--- config.mk ---
export PLATFORM = sky130hd
export DESIGN_NAME = card_selector
export DESIGN_NICKNAME = d
export VERILOG_FILES = /design/src/rtl/card_selector.sv
export SDC_FILE = /design/constraint.sdc
export NUM_CORES = 1
export LEC_CHECK = 0
export ABC_CLOCK_PERIOD_IN_PS = 3600
export CORE_ASPECT_RATIO = 1.2
export CORE_MARGIN = 10
export CORE_UTILIZATION = 49
export CTS_BUF_LIST = sky130_fd_sc_hd__clkbuf_8
export CTS_CLUSTER_SIZE = 28
export DETAILED_ROUTE_END_ITERATION = 10
export PLACE_DENSITY = 0.86
export SLEW_MARGIN = 15
export SYNTH_ARGS = -nofsm -noshare
export SYNTH_HDL_FRONTEND = slang
export SYNTH_SLANG_ARGS = --single-unit
--- constraint.sdc ---
create_clock -name clk -period 3.6 [get_ports clk]
set_clock_uncertainty 0.05 [all_clocks]
set_input_delay 0.72 -clock clk [delete_from_list [all_inputs] [get_ports clk]]
set_output_delay 0.72 -clock clk [all_outputs]
set_load 0.02 [all_outputs]
--- src/rtl/card_selector.sv ---
// Memory-game player input: debounced next/select buttons, cursor over the
// 16-card grid, and a latch for up to two selected card indices.
module card_debounce #(
    parameter int DEB_CYCLES = 500000
) (
    input  logic clk_i,
    input  logic rst_ni,
    input  logic btn_i,
    output logic press_o
);
    localparam int CW = (DEB_CYCLES > 1) ? $clog2(DEB_CYCLES) : 1;

    logic          sync1_q, sync2_q, stable_q, stable_dly_q, press_q;
    logic [CW-1:0] cnt_q;

    always_ff @(posedge clk_i or negedge rst_ni) begin
        if (!rst_ni) begin
            sync1_q      <= 1'b1;
            sync2_q      <= 1'b1;
            stable_q     <= 1'b1;
            stable_dly_q <= 1'b1;
            press_q      <= 1'b0;
            cnt_q        <= '0;
        end else begin
            sync1_q      <= btn_i;
            sync2_q      <= sync1_q;
            stable_dly_q <= stable_q;
            // Registered falling edge of the debounced level; release is ignored.
            press_q      <= stable_dly_q & ~stable_q;
            if (sync2_q == stable_q) begin
                cnt_q <= '0;
            end else if (cnt_q == CW'(DEB_CYCLES - 1)) begin
                stable_q <= sync2_q;
                cnt_q    <= '0;
            end else begin
                cnt_q <= cnt_q + 1'b1;
            end
        end
    end

    assign press_o = press_q;
endmodule

module card_selector #(
    parameter int DEB_CYCLES = 500000
) (
    input  logic             clk,
    input  logic             rst,
    input  logic             enable,
    input  logic             clear,
    input  logic             btn_next,
    input  logic             btn_sel,
    input  logic [15:0][4:0] arr_cartas,
    output logic [3:0]       cursor,
    output logic [3:0]       sel_idx0,
    output logic [3:0]       sel_idx1,
    output logic [1:0]       cartas_sel,
    output logic             carta_elegida
);
    logic [1:0] btn_raw, press;
    assign btn_raw = {btn_sel, btn_next};

    for (genvar g = 0; g < 2; g++) begin : g_deb
        card_debounce #(.DEB_CYCLES(DEB_CYCLES)) u_deb (
            .clk_i  (clk),
            .rst_ni (rst),
            .btn_i  (btn_raw[g]),
            .press_o(press[g])
        );
    end

    logic [3:0] cursor_q, cursor_d, idx0_q, idx0_d, idx1_q, idx1_d;
    logic [1:0] cnt_q, cnt_d;
    logic       elegida_q, elegida_d;
    logic [3:0] nxt_idx, probe;
    logic       nxt_found, accept, unused_lo;

    // First unmatched card after the cursor, scanning with wrap-around.
    always_comb begin
        nxt_found = 1'b0;
        nxt_idx   = cursor_q;
        probe     = '0;
        for (int k = 1; k < 16; k++) begin
            probe = cursor_q + 4'(k);
            if (!nxt_found && !arr_cartas[probe][4]) begin
                nxt_found = 1'b1;
                nxt_idx   = probe;
            end
        end
    end

    always_comb begin
        unused_lo = 1'b0;
        for (int i = 0; i < 16; i++) unused_lo = unused_lo ^ (^arr_cartas[i][3:0]);
    end

    assign accept = enable && press[1] && !arr_cartas[cursor_q][4] && (cnt_q < 2'd2)
                    && !((cnt_q == 2'd1) && (cursor_q == idx0_q));

    always_comb begin
        cursor_d  = cursor_q;
        idx0_d    = idx0_q;
        idx1_d    = idx1_q;
        cnt_d     = cnt_q;
        elegida_d = 1'b0;
        if (enable && press[0]) cursor_d = nxt_idx;
        // clear wins over a select landing in the same cycle
        if (clear) begin
            cnt_d  = '0;
            idx0_d = '0;
            idx1_d = '0;
        end else if (accept) begin
            if (cnt_q == 2'd0) idx0_d = cursor_q;
            else               idx1_d = cursor_q;
            cnt_d     = cnt_q + 2'd1;
            elegida_d = 1'b1;
        end
    end

    always_ff @(posedge clk or negedge rst) begin
        if (!rst) begin
            cursor_q  <= '0;
            idx0_q    <= '0;
            idx1_q    <= '0;
            cnt_q     <= '0;
            elegida_q <= 1'b0;
        end else begin
            cursor_q  <= cursor_d;
            idx0_q    <= idx0_d;
            idx1_q    <= idx1_d;
            cnt_q     <= cnt_d;
            elegida_q <= elegida_d;
        end
    end

    assign cursor        = cursor_q;
    assign sel_idx0      = idx0_q;
    assign sel_idx1      = idx1_q;
    assign cartas_sel    = cnt_q;
    assign carta_elegida = elegida_q;
endmodule
==> run_results.csv, run 1 <==
group,metric,value,unit
status,status,"finished clean",
logic_synthesis,syn_inst,551,
clock_tree,root_buffer,"clkbuf_8",
setup_path,cpPeakStageDelay,560,ps
clock_tree,cts.sinks,63,
logic_synthesis,ys_seq_elements,63,
setup_path,slowest_stage,"mux4_2",
clock_tree,clk_pin_slew,70,ps
sta,hold_viol,0,
setup_path,crit_required,3780,ps
routing,vias,4784,
sta,slew_violations,0,
sta,period_share,99.06,%
setup_path,r2r.worst_path.cells,14,
global_route,antenna_found_initial,0,
logic_synthesis,synth_edf_count,0,
global_route,globalRouteOverflowTotal,0,
logic_synthesis,yosysSeqAreaShare,30.44,%
clock_tree,clkLatencyLatePin,350,ps
sta,setup_viol,0,
floorplan,io_pins,101,
job,drv_cap,0,
pwr,cellPowerDensity,222.5,nW/µm²
setup_path,startpoint_type,"flip-flop",
routing,drtIter0Drc,279,
global_route,grt_pass1_wl,24410,µm
clock_tree,cts_buffers,9,
routing,drc,0,
final_layout,diodes,0,
final_layout,multi_input_area,3477,µm²
floorplan,dieArea,15180,µm²
floorplan,die_w,114.1,µm
logic_synthesis,yosysUniqueCellTypes,76,
routing,dr.pass1.iters,6,
setup_path,crit_type,"reg -> reg",
routing,ant_nets,0,
clock_tree,cts_tree,"yes",
sta,slew-limit-headroom,49.67,%
placed_design,place_area,6307,µm²
final_layout,most-common-layout-cells,"buf_4 (102), nor2_1 (85), dfrtp_1 (53)",
final_layout,nets,777,
placed_design,io_buffers,36,
final_layout,drive_gt1_share,29.39,%
sta,tightest_slew,755.0,ps
global_route,gr-usage-all-layers,19.60,%
logic_synthesis,ys_warn_count,0,
floorplan,rows,41,
clock_tree,clock_path_buffers,2,
hold_path,hold_class,"reg -> reg",
sta,worst_slack,33.69,ps
global_route,grt_max_degree,34,
setup_path,crit_top_cell,"buf_4",
clock_tree,cts_htree_levels,3,
sta,min_period,3566,ps
setup_path,cp_data_arrival_time,3750,ps
final_layout,syn_to_final_growth,27.68,%
pwr,ir_worst_vdd,425.9,µV
setup_path,endpoint_kind,"flip-flop",
floorplan,die_y,133.0,µm
setup_path,crit_path_cell_trace,"inv_8 > ha_4 > buf_12 > mux2i_2 > mux4_2 > mux2i_4 > o2111ai_4 > buf_4 > nor4_4 > buf_4 > or2b_1 > o211ai_1 > a21oi_1 > o22a_1",
final_layout,fillers,848,
pwr,power_leakage,0.002818,µW
placed_design,dp_hpwl,11650,µm
final_layout,final_area,6654,µm²
logic_synthesis,async_reset_ff_share,100.0,%
logic_synthesis,netlist_area,5211,µm²
logic_synthesis,syn-num-nets,649,
sta,fmax,0.2804,GHz
routing,routedWlPerCell,18.51,µm
sta,rsz0062_at_grt,"true",
floorplan,start_util,49.80,%
final_layout,register_area,1589,µm²
final_layout,final_common_cell,"buf_4",
clock_tree,cts_hold_buf,0,
routing,drt_wl_total,15050,µm
logic_synthesis,synth_ff_type,"dfrtp_1",
logic_synthesis,synth_area_per_cell,9.458,µm²
placed_design,gp_congestion,0.9695,
placed_design,dp_worst_setup_slack,-296.8,ps
routing,viasPerCell,5.884,
global_route,grt_pass1_vias,4920,
hold_path,holdPathStages,0,
final_layout,fin_util,63.58,%
floorplan,core_area,10470,µm²
setup_path,path_max_fanout,8,
[cell usage after synthesis (9+ instances only)]
cell type	instances	area (µm²)
mux4_2	15	337.8
nand2_1	46	172.7
o21ai_0	15	75.07
nor2_1	86	322.8
dfrtp_1	55	1376
inv_1	14	52.55
a21oi_1	22	110.1
or3_1	9	56.30
xor2_1	24	210.2
nor2b_1	12	75.07
mux2i_1	34	340.3
xnor2_1	25	219.0
mux2_2	12	135.1
ha_1	12	150.1
nand3_1	28	140.1
[power breakdown]
| part | internal [µW] | switching, µW |
|---|---|---|
| sequential | 718 | 7.50 |
| clock | 255 | 248 |
| combinational | 123 | 129 |
| total | 1100 | 385 |
[final cells by class]
class	count	area share, %
clock inverter	6	0.3573
multi-input combinational	448	52.26
timing repair buffer	141	18.00
tap	129	2.426
sequential	63	23.88
inverter	16	1.015
clock buffer	10	2.068
[metrics by stage]
stage                     TNS (ps)  hold slack, ps  std cells  power, µW
after CTS                        0           307.3        802       1479
after detailed placement     -1117           298.4        784      975.7
after floorplan             -44.28           295.2        551      850.9
final                            0           308.9        813       1480
after global placement       -1002           296.8        784      969.4
after global routing        -172.5           313.2        813       1535
[critical path: cells and delay by family, from the launching register on]
kind            cells  cell delay [ps]
fa+ha+maj           1              200
compound gates      4              670
simple gates        2              520
flops               1              470
buf+inv             4              570
mux                 3              960
[cells by family (layout without fill, tap and decap cells)]
logic type	Yosys count	count (layout)	share of synthesized area, %
muxes	70	70	19.71
xor gates and xnor gates	53	53	9.700
and+or+nand+nor	232	232	21.34
AOI/OAI and AO/OA	81	81	11.40
buffers and inverters	40	173	4.514
adders and majority gates	12	12	2.881
DFF	63	63	30.44
[path summary, 6_finish.rpt]
| path | startpoint | end | slack [ps] |
|---|---|---|---|
| max in group asynchronous | rst | g_deb[1].u_deb.stable_dly_q | 2240 |
| setup reg to reg | cursor[1] | cursor[2] | 30 |
| hold reg to reg | g_deb[0].u_deb.sync1_q | g_deb[0].u_deb.sync2_q | 310 |
| setup / recovery | cursor[1] | cursor[2] | 30 |
| hold / removal | g_deb[0].u_deb.sync1_q | g_deb[0].u_deb.sync2_q | 310 |
| min in group asynchronous | rst | g_deb[0].u_deb.cnt_q[13] | 350 |
[metal layers]
| metal | routed length (µm) | part of all wire (%) | track usage (%) | vias up |
|---|---|---|---|---|
| met4 | 571 | 3.8 | 8.577 | 0 |
| met2 | 7802 | 52 | 34.22 | 164 |
| met5 | 0 | 0 | 0 | - |
| met1 | 5979 | 40 | 22.97 | 2350 |
| met3 | 692 | 4.6 | 2.940 | 44 |
| li1 | - | - | - | 2226 |
[timing repair]
| action | CTS | global route |
|---|---|---|
| setup buffers | 2 | 12 |
| pin swaps | 1 | 10 |
| gates resized for setup | 0 | 26 |
| setup endpoints to repair | 1 | 4 |
[flip-flops by register name, summed over array words and instances, names as in the netlist]
name,cells
sel_idx1,4
carta_elegida,1
g_deb.u_deb.press_o,2
g_deb.u_deb.sync2_q,2
cursor,4
g_deb.u_deb.stable_q,2
cartas_sel,2
g_deb.u_deb.cnt_q,38
g_deb.u_deb.sync1_q,2
g_deb.u_deb.stable_dly_q,2
sel_idx0,4
Power figures use the tool's default switching activity.
==> run 2: changes to the inputs <==
--- a/config.mk
+++ b/config.mk
@@ -8,11 +8,11 @@
 export ABC_CLOCK_PERIOD_IN_PS = 3600
 export CORE_ASPECT_RATIO = 1.2
 export CORE_MARGIN = 10
-export CORE_UTILIZATION = 49
+export CORE_UTILIZATION = 30
 export CTS_BUF_LIST = sky130_fd_sc_hd__clkbuf_8
 export CTS_CLUSTER_SIZE = 28
 export DETAILED_ROUTE_END_ITERATION = 10
-export PLACE_DENSITY = 0.86
+export PLACE_DENSITY = 0.6
 export SLEW_MARGIN = 15
 export SYNTH_ARGS = -nofsm -noshare
 export SYNTH_HDL_FRONTEND = slang
==> run 2 against run 1 <==
Against the previous run:
- total power grew 17%
- non-clock buffer count grew 3
- first-iteration DRC count grew 11%
- critical path type is now in -> reg
- wire length grew 1.9%
- clock power grew 48%
- hold slack lost 2.5 ps
- final cell count grew 11%
- setup slack gained 7.9 ps
- sequential share of layout area shrank 0.72 points
- sequential power is essentially flat
- via count shrank 2.1%
==> run_results.csv, run 2 (synthesis gave the netlist of run 1 again) <==
group,metric,value,unit
routing,drtIter0Drc,311,
sta,slew-limit-headroom,55.67,%
pwr,power_leakage,0.002800,µW
final_layout,nets,780,
placed_design,placed_cells,881,
setup_path,endpoint_kind,"flip-flop",
pwr,power.total,1727,µW
clock_tree,root_buffer,"clkbuf_8",
setup_path,slowest_stage,"clkdlybuf4s50_1",
sta,min_period,3558,ps
final_layout,diodes,0,
clock_tree,clk_pin_slew,70,ps
final_layout,largest_register,"g_deb.u_deb.cnt_q",
hold_path,holdPathStages,0,
sta,rsz0062_at_grt,"false",
setup_path,r2r_slack,80,ps
floorplan,core_area,16980,µm²
setup_path,path_max_fanout,5,
clock_tree,cts_tree,"yes",
job,drv_cap,0,
setup_path,regToRegEndpoint,"cursor[1]",
sta,fin_setup_tns,0,ps
final_layout,instances_no_fill,903,
hold_path,hold_start,"g_deb[1].u_deb.sync1_q",
global_route,globalRouteOverflowTotal,0,
placed_design,dp_hpwl,12090,µm
routing,routedWlPerCell,16.98,µm
global_route,antenna_found_initial,0,
final_layout,final_common_cell,"buf_4",
clock_tree,cts_htree_levels,3,
routing,drt_wl_total,15340,µm
sta,period_share,98.84,%
routing,drc,0,
clock_tree,clock_path_buffers,2,
floorplan,die_y,164.4,µm
setup_path,startpoint_type,"primary input",
routing,vias,4685,
setup_path,crit_top_cell,"a31oi_1",
setup_path,r2r.worst_path.cells,14,
final_layout,fin_util,40.40,%
routing,ant_nets,0,
placed_design,gp_congestion,0.9537,
routing,dr.pass1.iters,5,
global_route,grt_max_degree,32,
global_route,grt_pass1_vias,4901,
global_route,gr-usage-all-layers,13.19,%
placed_design,io_buffers,36,
setup_path,rr_startpoint,"cursor[1]",
floorplan,die_w,140.3,µm
final_layout,drive_gt1_share,29.26,%
final_layout,syn_to_final_growth,31.64,%
floorplan,rows,52,
setup_path,crit_path_cell_trace,"clkdlybuf4s50_1 > mux2i_1 > mux4_2 > mux2i_4 > o2111ai_4 > or3_4 > buf_4 > a2111oi_4 > a31oi_1 > o21ai_1 > o311ai_1 > a31oi_1",
setup_path,crit_required,3810,ps
floorplan,io_pins,101,
sta,setup_viol,0,
global_route,grt_pass1_wl,25050,µm
setup_path,cpPeakStageDelay,570,ps
floorplan,start_util,30.69,%
sta,slew_violations,0,
sta,tightest_slew,665.0,ps
pwr,ir_worst_vdd,338.9,µV
setup_path,crit_type,"in -> reg",
sta,hold_viol,0,
status,status,"finished clean",
clock_tree,cts.sinks,63,
routing,viasPerCell,5.188,
final_layout,most-common-layout-cells,"buf_4 (103), nor2_1 (86), dfrtp_1 (53)",
final_layout,largest_reg_flops,38,
hold_path,hold_class,"reg -> reg",
clock_tree,cts_buffers,9,
pwr,cellPowerDensity,251.7,nW/µm²
clock_tree,clkLatencyLatePin,340,ps
hold_path,worstHoldEndpoint,"g_deb[1].u_deb.sync2_q",
sta,fmax,0.2810,GHz
setup_path,cp_data_arrival_time,3770,ps
floorplan,dieArea,23060,µm²
## run 2: cell types whose count changed in the layout (fill, tap and decap cells not counted), sizes merged
cell and delta:
buf +3, bufinv +3, clkdlybuf4s50 +6, clkinv -1, clkinvlp +2, dlymetal6s2s -6, inv -4
## run 2: worst max-delay path, delay by kind of cell
kind	cells	cell delay, ps
compound gates	6	1040
simple gates	1	380
buf+inv	2	720
mux	3	900
## run 2: cell type report
class / count / area (µm²)
Clock buffer: 10 / 137.6
Clock inverter: 6 / 108.9
Fill cell: 1689 / 10120
Inverter: 16 / 67.56
Multi-Input combinational cell: 448 / 3457
Sequential cell: 63 / 1589
Tap cell: 216 / 270.3
Timing Repair Buffer: 144 / 1230
## run 2: power by group
group | total [µW] | leakage (µW) | switching [µW] | internal (µW)
Combinational | 257 | 0.00184 | 131 | 126
Clock | 746 | 0.000120 | 270 | 476
Sequential | 724 | 0.000844 | 6.75 | 718
Total | 1730 | 0.00280 | 408 | 1320
## run 2: metal layers
metal  part of all wire [%]  vias to the layer above  global-route usage [%]
li1                       -                     2243                       -
met1                     42                     2266                   15.47
met2                     51                      143                   23.53
met3                    4.5                       33                   2.097
met4                    2.5                        0                   5.122
met5                      0                        -                       0
## run 2: stage by stage
stage	hold WS, ps	instance area (µm²)	worst slack (ps)
detailed placement	296.8	6516	-436.2
global placement	296.4	6516	-340.6
finish	306.3	6860	41.60
CTS	306.7	6773	3.654
global route	315.1	6860	6.879
floorplan	295.2	5283	-44.28
## run 2: repair_timing
item                                    in CTS  in global routing
pin swaps                                    0                  4
resized for setup                            2                 12
setup buffers                                0                  6
hold buffers                                 0                  0
endpoints found under the setup margin       3                  4
## run 2: how the worst max path moves through the flow
| stage | startpoint | endpoint | cells after the start |
|---|---|---|---|
| after detailed placement | arr_cartas[44] | cursor[0] | 13 |
| after floorplan | cursor[1] | cursor[1] | 17 |
| final | arr_cartas[64] | cursor[1] | 12 |
| after CTS | cursor[1] | cursor[1] | 13 |
| after global routing | cursor[1] | cursor[2] | 16 |
| after global placement | arr_cartas[44] | cursor[0] | 13 |
